$ cat src/rtl/mem_bus_arbiter_pkg.sv
// Shared definitions for the RAM port arbiter: MEM-stage ramOp codes and
// arbiter FSM state encodings. Optional watchdog: MEM_ARB_TIMEOUT_EN.
package mem_bus_arbiter_pkg;

    // ramOp codes issued by the MEM stage
    typedef enum logic [3:0] {
        MEM_NOP = 4'd0,
        MEM_LB  = 4'd1,
        MEM_LBU = 4'd2,
        MEM_LH  = 4'd3,
        MEM_LHU = 4'd4,
        MEM_LW  = 4'd5,
        MEM_SB  = 4'd6,
        MEM_SH  = 4'd7,
        MEM_SW  = 4'd8
    } mem_op_e;

    // Arbiter FSM states
    typedef enum logic [2:0] {
        ARB_IDLE   = 3'd0,
        ARB_D_ACC  = 3'd1,
        ARB_I_ACC  = 3'd2,
        ARB_D_DONE = 3'd3,
        ARB_I_DONE = 3'd4
    } arb_state_e;

    localparam logic [3:0] BE_WORD = 4'hF;

endpackage

$ cat src/rtl/mem_bus_arbiter_if.sv
// External RAM port: request bundle out, ack/read data back.
interface mem_bus_arbiter_if #(
    parameter int ADDR_W = 32
);
    logic              req;
    logic              we;
    logic [3:0]        be;
    logic [ADDR_W-1:0] addr;
    logic [31:0]       wdata;
    logic              ack;
    logic [31:0]       rdata;

    modport master (output req, we, be, addr, wdata, input ack, rdata);
    modport slave  (input req, we, be, addr, wdata, output ack, rdata);
endinterface

$ cat src/rtl/mem_bus_arbiter_byte_lane.sv
// Byte-lane steering: store side produces be/we/replicated wdata from the
// live request; load side extends the returned word per the captured op.
module mem_byte_lane
    import mem_bus_arbiter_pkg::*;
(
    input  logic [3:0]  i_st_op,
    input  logic [1:0]  i_st_lo,
    input  logic [31:0] i_wdata,
    output logic [3:0]  o_be,
    output logic        o_we,
    output logic [31:0] o_wdata,
    input  logic [3:0]  i_ld_op,
    input  logic [1:0]  i_ld_lo,
    input  logic [31:0] i_rdata,
    output logic [31:0] o_rdata
);
    logic [7:0]  w_byte;
    logic [15:0] w_half;

    // Store path: byte enables and lane replication; loads read the full word
    always_comb begin
        o_be    = BE_WORD;
        o_we    = 1'b0;
        o_wdata = '0;
        case (i_st_op)
            MEM_SB: begin
                o_we    = 1'b1;
                o_be    = 4'b0001 << i_st_lo;
                o_wdata = {4{i_wdata[7:0]}};
            end
            MEM_SH: begin
                o_we    = 1'b1;
                o_be    = i_st_lo[1] ? 4'b1100 : 4'b0011;
                o_wdata = {2{i_wdata[15:0]}};
            end
            MEM_SW: begin
                o_we    = 1'b1;
                o_wdata = i_wdata;
            end
            default: ;
        endcase
    end

    // Load path: select byte/half by address, then sign/zero extend
    always_comb begin
        w_byte  = i_rdata[7:0];
        case (i_ld_lo)
            2'd1:    w_byte = i_rdata[15:8];
            2'd2:    w_byte = i_rdata[23:16];
            2'd3:    w_byte = i_rdata[31:24];
            default: w_byte = i_rdata[7:0];
        endcase
        w_half  = i_ld_lo[1] ? i_rdata[31:16] : i_rdata[15:0];
        o_rdata = '0;
        case (i_ld_op)
            MEM_LB:  o_rdata = {{24{w_byte[7]}}, w_byte};
            MEM_LBU: o_rdata = {24'd0, w_byte};
            MEM_LH:  o_rdata = {{16{w_half[15]}}, w_half};
            MEM_LHU: o_rdata = {16'd0, w_half};
            MEM_LW:  o_rdata = i_rdata;
            default: o_rdata = '0;
        endcase
    end
endmodule

$ cat src/rtl/mem_bus_arbiter.sv
// Arbitrates the single RAM port between IF fetches and MEM loads/stores.
// Data wins ties (older instruction); no preemption; success levels are held
// until pipe_advance_i. Optional watchdog: define MEM_ARB_TIMEOUT_EN.
module mem_bus_arbiter
    import mem_bus_arbiter_pkg::*;
#(
    parameter int ADDR_W = 32
`ifdef MEM_ARB_TIMEOUT_EN
    , parameter int TIMEOUT_CYCLES = 255
`endif
) (
    input  logic              clk,
    input  logic              rst,
    input  logic              inst_req_i,
    input  logic [ADDR_W-1:0] inst_addr_i,
    output logic              inst_success_o,
    output logic [31:0]       inst_rdata_o,
    input  logic [3:0]        data_ramop_i,
    input  logic [ADDR_W-1:0] data_addr_i,
    input  logic [31:0]       data_wdata_i,
    output logic              data_success_o,
    output logic [31:0]       data_rdata_o,
    input  logic              pipe_advance_i,
    mem_bus_arbiter_if.master ram
`ifdef MEM_ARB_TIMEOUT_EN
    , output logic            bus_error_o
`endif
);
    localparam logic [ADDR_W-1:0] ADDR_MASK = ~ADDR_W'(3);

    arb_state_e  r_state;
    logic [3:0]  r_op;
    logic [1:0]  r_lo;

    logic [3:0]  w_be;
    logic        w_we;
    logic [31:0] w_wdata;
    logic [31:0] w_ld_rdata;
    logic        w_timeout;

    mem_byte_lane u_lane (
        .i_st_op (data_ramop_i),
        .i_st_lo (data_addr_i[1:0]),
        .i_wdata (data_wdata_i),
        .o_be    (w_be),
        .o_we    (w_we),
        .o_wdata (w_wdata),
        .i_ld_op (r_op),
        .i_ld_lo (r_lo),
        .i_rdata (ram.rdata),
        .o_rdata (w_ld_rdata)
    );

`ifdef MEM_ARB_TIMEOUT_EN
    localparam int CNT_W = ($clog2(TIMEOUT_CYCLES + 1) > 8) ? $clog2(TIMEOUT_CYCLES + 1) : 8;
    logic [CNT_W-1:0] r_cnt;

    // Watchdog: counts access cycles without ack, cleared on every grant
    always_ff @(posedge clk) begin
        if (rst || r_state == ARB_IDLE) begin
            r_cnt <= '0;
        end else if ((r_state == ARB_D_ACC || r_state == ARB_I_ACC) && !ram.ack && !w_timeout) begin
            r_cnt <= r_cnt + 1'b1;
        end
    end

    assign w_timeout = (r_cnt == CNT_W'(TIMEOUT_CYCLES - 1)) && !ram.ack;
`else
    assign w_timeout = 1'b0;
`endif

    // Arbiter FSM with all RAM/requester outputs registered
    always_ff @(posedge clk) begin
        if (rst) begin
            r_state        <= ARB_IDLE;
            r_op           <= '0;
            r_lo           <= '0;
            ram.req        <= 1'b0;
            ram.we         <= 1'b0;
            ram.be         <= '0;
            ram.addr       <= '0;
            ram.wdata      <= '0;
            inst_success_o <= 1'b0;
            inst_rdata_o   <= '0;
            data_success_o <= 1'b0;
            data_rdata_o   <= '0;
`ifdef MEM_ARB_TIMEOUT_EN
            bus_error_o    <= 1'b0;
`endif
        end else begin
`ifdef MEM_ARB_TIMEOUT_EN
            bus_error_o <= 1'b0;
`endif
            case (r_state)
                ARB_IDLE: begin
                    if (data_ramop_i != MEM_NOP) begin
                        r_state   <= ARB_D_ACC;
                        r_op      <= data_ramop_i;
                        r_lo      <= data_addr_i[1:0];
                        ram.req   <= 1'b1;
                        ram.we    <= w_we;
                        ram.be    <= w_be;
                        ram.addr  <= data_addr_i & ADDR_MASK;
                        ram.wdata <= w_wdata;
                    end else if (inst_req_i) begin
                        r_state   <= ARB_I_ACC;
                        ram.req   <= 1'b1;
                        ram.we    <= 1'b0;
                        ram.be    <= BE_WORD;
                        ram.addr  <= inst_addr_i & ADDR_MASK;
                        ram.wdata <= '0;
                    end
                end
                ARB_D_ACC: begin
                    if (ram.ack || w_timeout) begin
                        r_state        <= ARB_D_DONE;
                        ram.req        <= 1'b0;
                        data_success_o <= 1'b1;
                        data_rdata_o   <= ram.ack ? w_ld_rdata : '0;
`ifdef MEM_ARB_TIMEOUT_EN
                        bus_error_o    <= w_timeout;
`endif
                    end
                end
                ARB_I_ACC: begin
                    if (ram.ack || w_timeout) begin
                        r_state        <= ARB_I_DONE;
                        ram.req        <= 1'b0;
                        inst_success_o <= 1'b1;
                        inst_rdata_o   <= ram.ack ? ram.rdata : '0;
`ifdef MEM_ARB_TIMEOUT_EN
                        bus_error_o    <= w_timeout;
`endif
                    end
                end
                ARB_D_DONE: begin
                    if (pipe_advance_i) begin
                        r_state        <= ARB_IDLE;
                        data_success_o <= 1'b0;
                    end
                end
                ARB_I_DONE: begin
                    if (pipe_advance_i) begin
                        r_state        <= ARB_IDLE;
                        inst_success_o <= 1'b0;
                    end
                end
                default: r_state <= ARB_IDLE;
            endcase
        end
    end
endmodule

$ cat src/flat_wrapper.sv
// flat-port wrapper written by rule: the top's interface ports become plain ports
module mem_bus_arbiter_flat import mem_bus_arbiter_pkg::*;
#(
    parameter int ADDR_W = 32

)
  (clk, rst, inst_req_i, inst_addr_i, inst_success_o, inst_rdata_o, data_ramop_i, data_addr_i, data_wdata_i, data_success_o, data_rdata_o, pipe_advance_i, ram_req, ram_we, ram_be, ram_addr, ram_wdata, ram_ack, ram_rdata);
  mem_bus_arbiter_if #(.ADDR_W(ADDR_W)) ram_i ();
  input  logic clk;
  input  logic rst;
  input  logic inst_req_i;
  input  logic [ADDR_W-1:0] inst_addr_i;
  output logic inst_success_o;
  output logic [31:0] inst_rdata_o;
  input  logic [3:0] data_ramop_i;
  input  logic [ADDR_W-1:0] data_addr_i;
  input  logic [31:0] data_wdata_i;
  output logic data_success_o;
  output logic [31:0] data_rdata_o;
  input  logic pipe_advance_i;
  output wire logic [$bits(ram_i.req)-1:0] ram_req;
  output wire logic [$bits(ram_i.we)-1:0] ram_we;
  output wire logic [$bits(ram_i.be)-1:0] ram_be;
  output wire logic [$bits(ram_i.addr)-1:0] ram_addr;
  output wire logic [$bits(ram_i.wdata)-1:0] ram_wdata;
  input wire logic [$bits(ram_i.ack)-1:0] ram_ack;
  input wire logic [$bits(ram_i.rdata)-1:0] ram_rdata;
  assign ram_req = ram_i.req;
  assign ram_we = ram_i.we;
  assign ram_be = ram_i.be;
  assign ram_addr = ram_i.addr;
  assign ram_wdata = ram_i.wdata;
  assign ram_i.ack = ram_ack;
  assign ram_i.rdata = ram_rdata;
  mem_bus_arbiter #(.ADDR_W(ADDR_W)) u_core (.clk(clk), .rst(rst), .inst_req_i(inst_req_i), .inst_addr_i(inst_addr_i), .inst_success_o(inst_success_o), .inst_rdata_o(inst_rdata_o), .data_ramop_i(data_ramop_i), .data_addr_i(data_addr_i), .data_wdata_i(data_wdata_i), .data_success_o(data_success_o), .data_rdata_o(data_rdata_o), .pipe_advance_i(pipe_advance_i), .ram(ram_i));
endmodule
$ cat config.mk
export PLATFORM = sky130hd
export DESIGN_NAME = mem_bus_arbiter_flat
export DESIGN_NICKNAME = d
export VERILOG_FILES = /design/src/rtl/mem_bus_arbiter_pkg.sv /design/src/rtl/mem_bus_arbiter_if.sv /design/src/rtl/mem_bus_arbiter_byte_lane.sv /design/src/rtl/mem_bus_arbiter.sv /design/src/flat_wrapper.sv
export SDC_FILE = /design/constraint.sdc
export NUM_CORES = 1
export LEC_CHECK = 0
export CELL_PAD_IN_SITES_DETAIL_PLACEMENT = 1
export CELL_PAD_IN_SITES_GLOBAL_PLACEMENT = 1
export CORE_MARGIN = 2
export CORE_UTILIZATION = 33
export CTS_CLUSTER_SIZE = 30
export DETAILED_ROUTE_END_ITERATION = 16
export GPL_TIMING_DRIVEN = 0
export PLACE_DENSITY_LB_ADDON = 0.08
export SETUP_SLACK_MARGIN = 0.05
export SLEW_MARGIN = 25
export SYNTH_ARGS = -nofsm -noshare
export SYNTH_HDL_FRONTEND = slang
export SYNTH_SLANG_ARGS = --single-unit
$ cat constraint.sdc
create_clock -name clk -period 3.5 [get_ports clk]
set_input_delay 0.35 -clock clk [delete_from_list [all_inputs] [get_ports clk]]
set_output_delay 0.35 -clock clk [all_outputs]
set_load 0.02 [all_outputs]
==> impl.org <==
** Drt
- Residual DRC :: 0
- After detailed routing, the number of vias per cell comes to 5.19.
- First-pass DRT Iterations :: 6
- In the final routed layout, each cell accounts on average for 19.0 um.
- For this block, the initial DRC count from the detailed router was 378.
- The routed layout has 6795 vias.
- The final layout contains routed wiring with a total length of 24900 um.
- Count of nets left with antenna violations after detail routing :: 0

** Final layout
- Area overhead of the layout relative to synthesis :: 55.0%
- Most common cell after layout, fill and taps aside :: clkdlybuf4s50_1
- Filler cell count in the final layout :: 2259
- Cells fill 52.3% of the core in the end.
- Number of standard cells in the layout, taps in and fillers out :: 1308
- Number of nets in the finished design :: 1167
- In the layout the commonest cells are clkdlybuf4s50_1 (265), nand2_1 (159), dfxtp_1 (143).
- Antenna cells :: 0
- Layout cells sized above 1 :: 11.8%

** Clock network
- Clock-pin slew on the worst setup and hold paths :: 60 ps
- H-tree depth :: 4
- CTS max path bufs :: 2
- Counting the buffers created by CTS gives 17.
- Number of sinks on the clock net :: 143
- For the worst-skew pair, the clock arrives at the later sink with an insertion delay of 430 ps.
- After clock tree synthesis, the flow added hold-fix buffers numbering 0.
- TritonCTS built the clock tree.
- Root buf cell :: clkbuf_16
- Buffers inserted by post-CTS timing repair :: 0
- Gates resized during post-CTS repair numbered 0.

** Worst setup path
- Crit Path Class :: in2reg
- Critical path cell sequence :: clkdlybuf4s50_1 -> clkbuf_1 -> clkbuf_1 -> clkbuf_1 -> a21oi_1
- Kind of start point of the critical path :: input port
- In this design, the stage delay of the slowest critical-path cell is 650 ps.
- Worst Path Required :: 3790 ps
- Setup crit end kind :: register
- Cell type with the highest occurrence count on the critical path :: clkbuf_1
- Critical path's slowest cell :: clkbuf_1
- At the worst endpoint, the arrival time is 2700 ps.
- CP max FO :: 10

** Power and ir drop
- Total design power :: 4.58 mW
- Net switching share of the total power :: 28.0%
- Leakage :: 3.47 nW
- The internal power of the cells totals 3.29 mW.
- Combinational logic is responsible for 19.7% of the overall power.
- Flop pwr share :: 38.4%
- VDD sags by at most 0.319 mV.
- In this run the power density over the cells is 450 nW/um^2.
- Switch Pwr :: 1.28 mW
- Of the total power, the clock network draws 41.9%.

** Floorplanning
- For this design the top-level I/O count stands at 273.
- Overall die area :: 21000 sq um
- For this configuration, the core starts out at a cell density of 33.7%.
- Measured along the x axis, the die boundary spans 145 um.
- Core footprint :: 19500 sq um
- In this run the core area contains 51 standard-cell rows.
- Die Span Y :: 145 um

** Timing
- Setup violations remaining at the end of the flow were counted as 0.
- Measured against its own limit, the worst slew margin works out to 27.2%.
- For this run, the top clock speed supported by timing is 415 MHz.
- Dividing the final minimum period by the clock period gives 68.8%.
- The number of pins with negative max-slew slack in the final report was 0.
- Number of hold-slack violations in the final timing report :: 0
- The worst path in the final design needs a cycle of 2410 ps, including I/O delays and setup.
- Hold Slack :: 299 ps
- Unrepaired setup endpoints after global routing :: false
- Worst-Margin Slew :: 1080 ps
- For the final routed database, the setup TNS stands at 0 ps.
- Clk_skew :: 12.1 ps

** Logic synthesis
- Cell Area, Synth :: 6560 sq um
- dfxtp_1 takes more of the synthesized area than any other cell.
- Of the synthesized area, sequential elements account for 43.6%.
- Yosys printed 0 warnings.
- The synthesized design contains 0 enable-type register cells.
- In the synthesized netlist the dominant register cell turns out to be dfxtp_1.
- Fraction of synthesis flops using an asynchronous set or reset pin :: 0%
- Counting flops and latches in the post-synthesis netlist gives 143.
- After synthesis, the mean cell area works out to 8.81 sq um.
- Summed over its instances, the top area cell type makes up 43.6% of the synthesized netlist area.
- Counting distinct cell types in the post-synthesis netlist gives 52.
- Number of cells produced by synthesis :: 745
- By area the synthesized netlist is led by dfxtp_1 (44%), nand2_1 (9.1%), a311oi_2 (6.9%).

** GRT
- Pin count of the biggest net entering global routing :: 17
- GR Util All Layers :: 23.5%
- First-pass GRT wire length :: 39400 um
- The number of global-route vias before repair was 7117.
- Antenna violations before repair :: 0
- Summed over all layers, the global routing overflow is 0.

** Placed design
- Placer congestion estimate :: 0.791
- Detail Placement HPWL :: 18500 um
- Quantity of I/O buffers inserted on ports :: 265
- Cell count after placement :: 1276

** Run
- Max-cap check violation count :: 0

** Min path
- Type of the worst min-delay path :: in2reg

** Outcome
- Run status :: completed
-- worst max-delay path: cells and delay by family --
kind | cells | cell delay, ps
AOI/OAI and AO/OA | 1 | 90
buffers and inverters | 4 | 2250
-- cell usage after synthesis, types with 8 or more instances --
cell type / instances
o21ai_0: 16
a221o_1: 8
buf_2: 12
a211oi_1: 26
nand2_1: 159
mux2i_1: 8
dfxtp_1: 143
a21oi_1: 75
a311oi_2: 30
a211oi_2: 10
clkbuf_1: 44
a22oi_1: 34
a222oi_1: 9
nor2_1: 73
nor3_1: 8
mux2_2: 16
-- sequential cells by signal, summed over array words and instances (netlist names) --
name	flops
u_core.data_success_o	1
u_core.ram.addr	30
u_core.inst_rdata_o	32
u_core.r_lo	2
u_core.r_state	3
u_core.r_op	4
u_core.ram.wdata	32
u_core.ram.be	4
u_core.inst_success_o	1
u_core.data_rdata_o	32
u_core.ram.req	1
u_core.ram.we	1
-- routing by layer --
layer  track usage [%]  vias up  part of all wire, %
met4              6.88        0                  1.9
li1                  -     3262                    -
met3              6.38       28                  6.5
met1              28.4     3288                   42
met2              40.9      217                   49
met5                 0        -                    0
-- path summary, 6_finish.rpt --
check                          start                 endpoint  slack (ps)  depth (start not counted)
max                              rst  u_core.inst_rdata_o[17]        1090                          5
min                  data_ramop_i[1]           u_core.r_op[1]         300                          3
max reg2reg        u_core.r_state[0]      u_core.ram.wdata[8]        1180                          5
min reg2reg  u_core.inst_rdata_o[19]  u_core.inst_rdata_o[19]         460                          2
-- power groups by stage --
stage                     sequential (mW)  combinational, mW  clock (mW)
after floorplan                      1.87              0.375           0
after global placement               1.79              0.894           0
after detailed placement             1.79              0.900           0
after CTS                            1.76              0.906        1.95
after global routing                 1.77              0.970        2.02
final                                1.76              0.902        1.92
-- per-stage QoR --
step	instance area (sq um)	setup WS [ps]
3_3_place_gp	9550	670
3_5_place_dp	9550	630
6_report	10200	1090
4_1_cts	10200	1080
5_1_grt	10200	910
2_1_floorplan	6570	1630
-- area by class of cell --
cell class	count	area, sq um	area share (%)
inverters	3	11.3	0.111
clock inverters	12	159	1.56
repair buffers	265	2650	26.1
clock buffers	20	457	4.49
well taps	265	332	3.26
flip-flops and latches	143	2860	28.1
multi-input cells	532	3360	33.1
plain buffers	68	338	3.32
-- cells by family after synthesis --
family | after synthesis | synth area share [%]
compound gates | 229 | 28.0
buf+inv | 71 | 5.32
simple gates | 273 | 18.1
mux | 26 | 4.65
other cells | 1 | 0.0571
flops | 143 | 43.6
xor+xnor | 2 | 0.267
(Power assumes the default switching activity.)
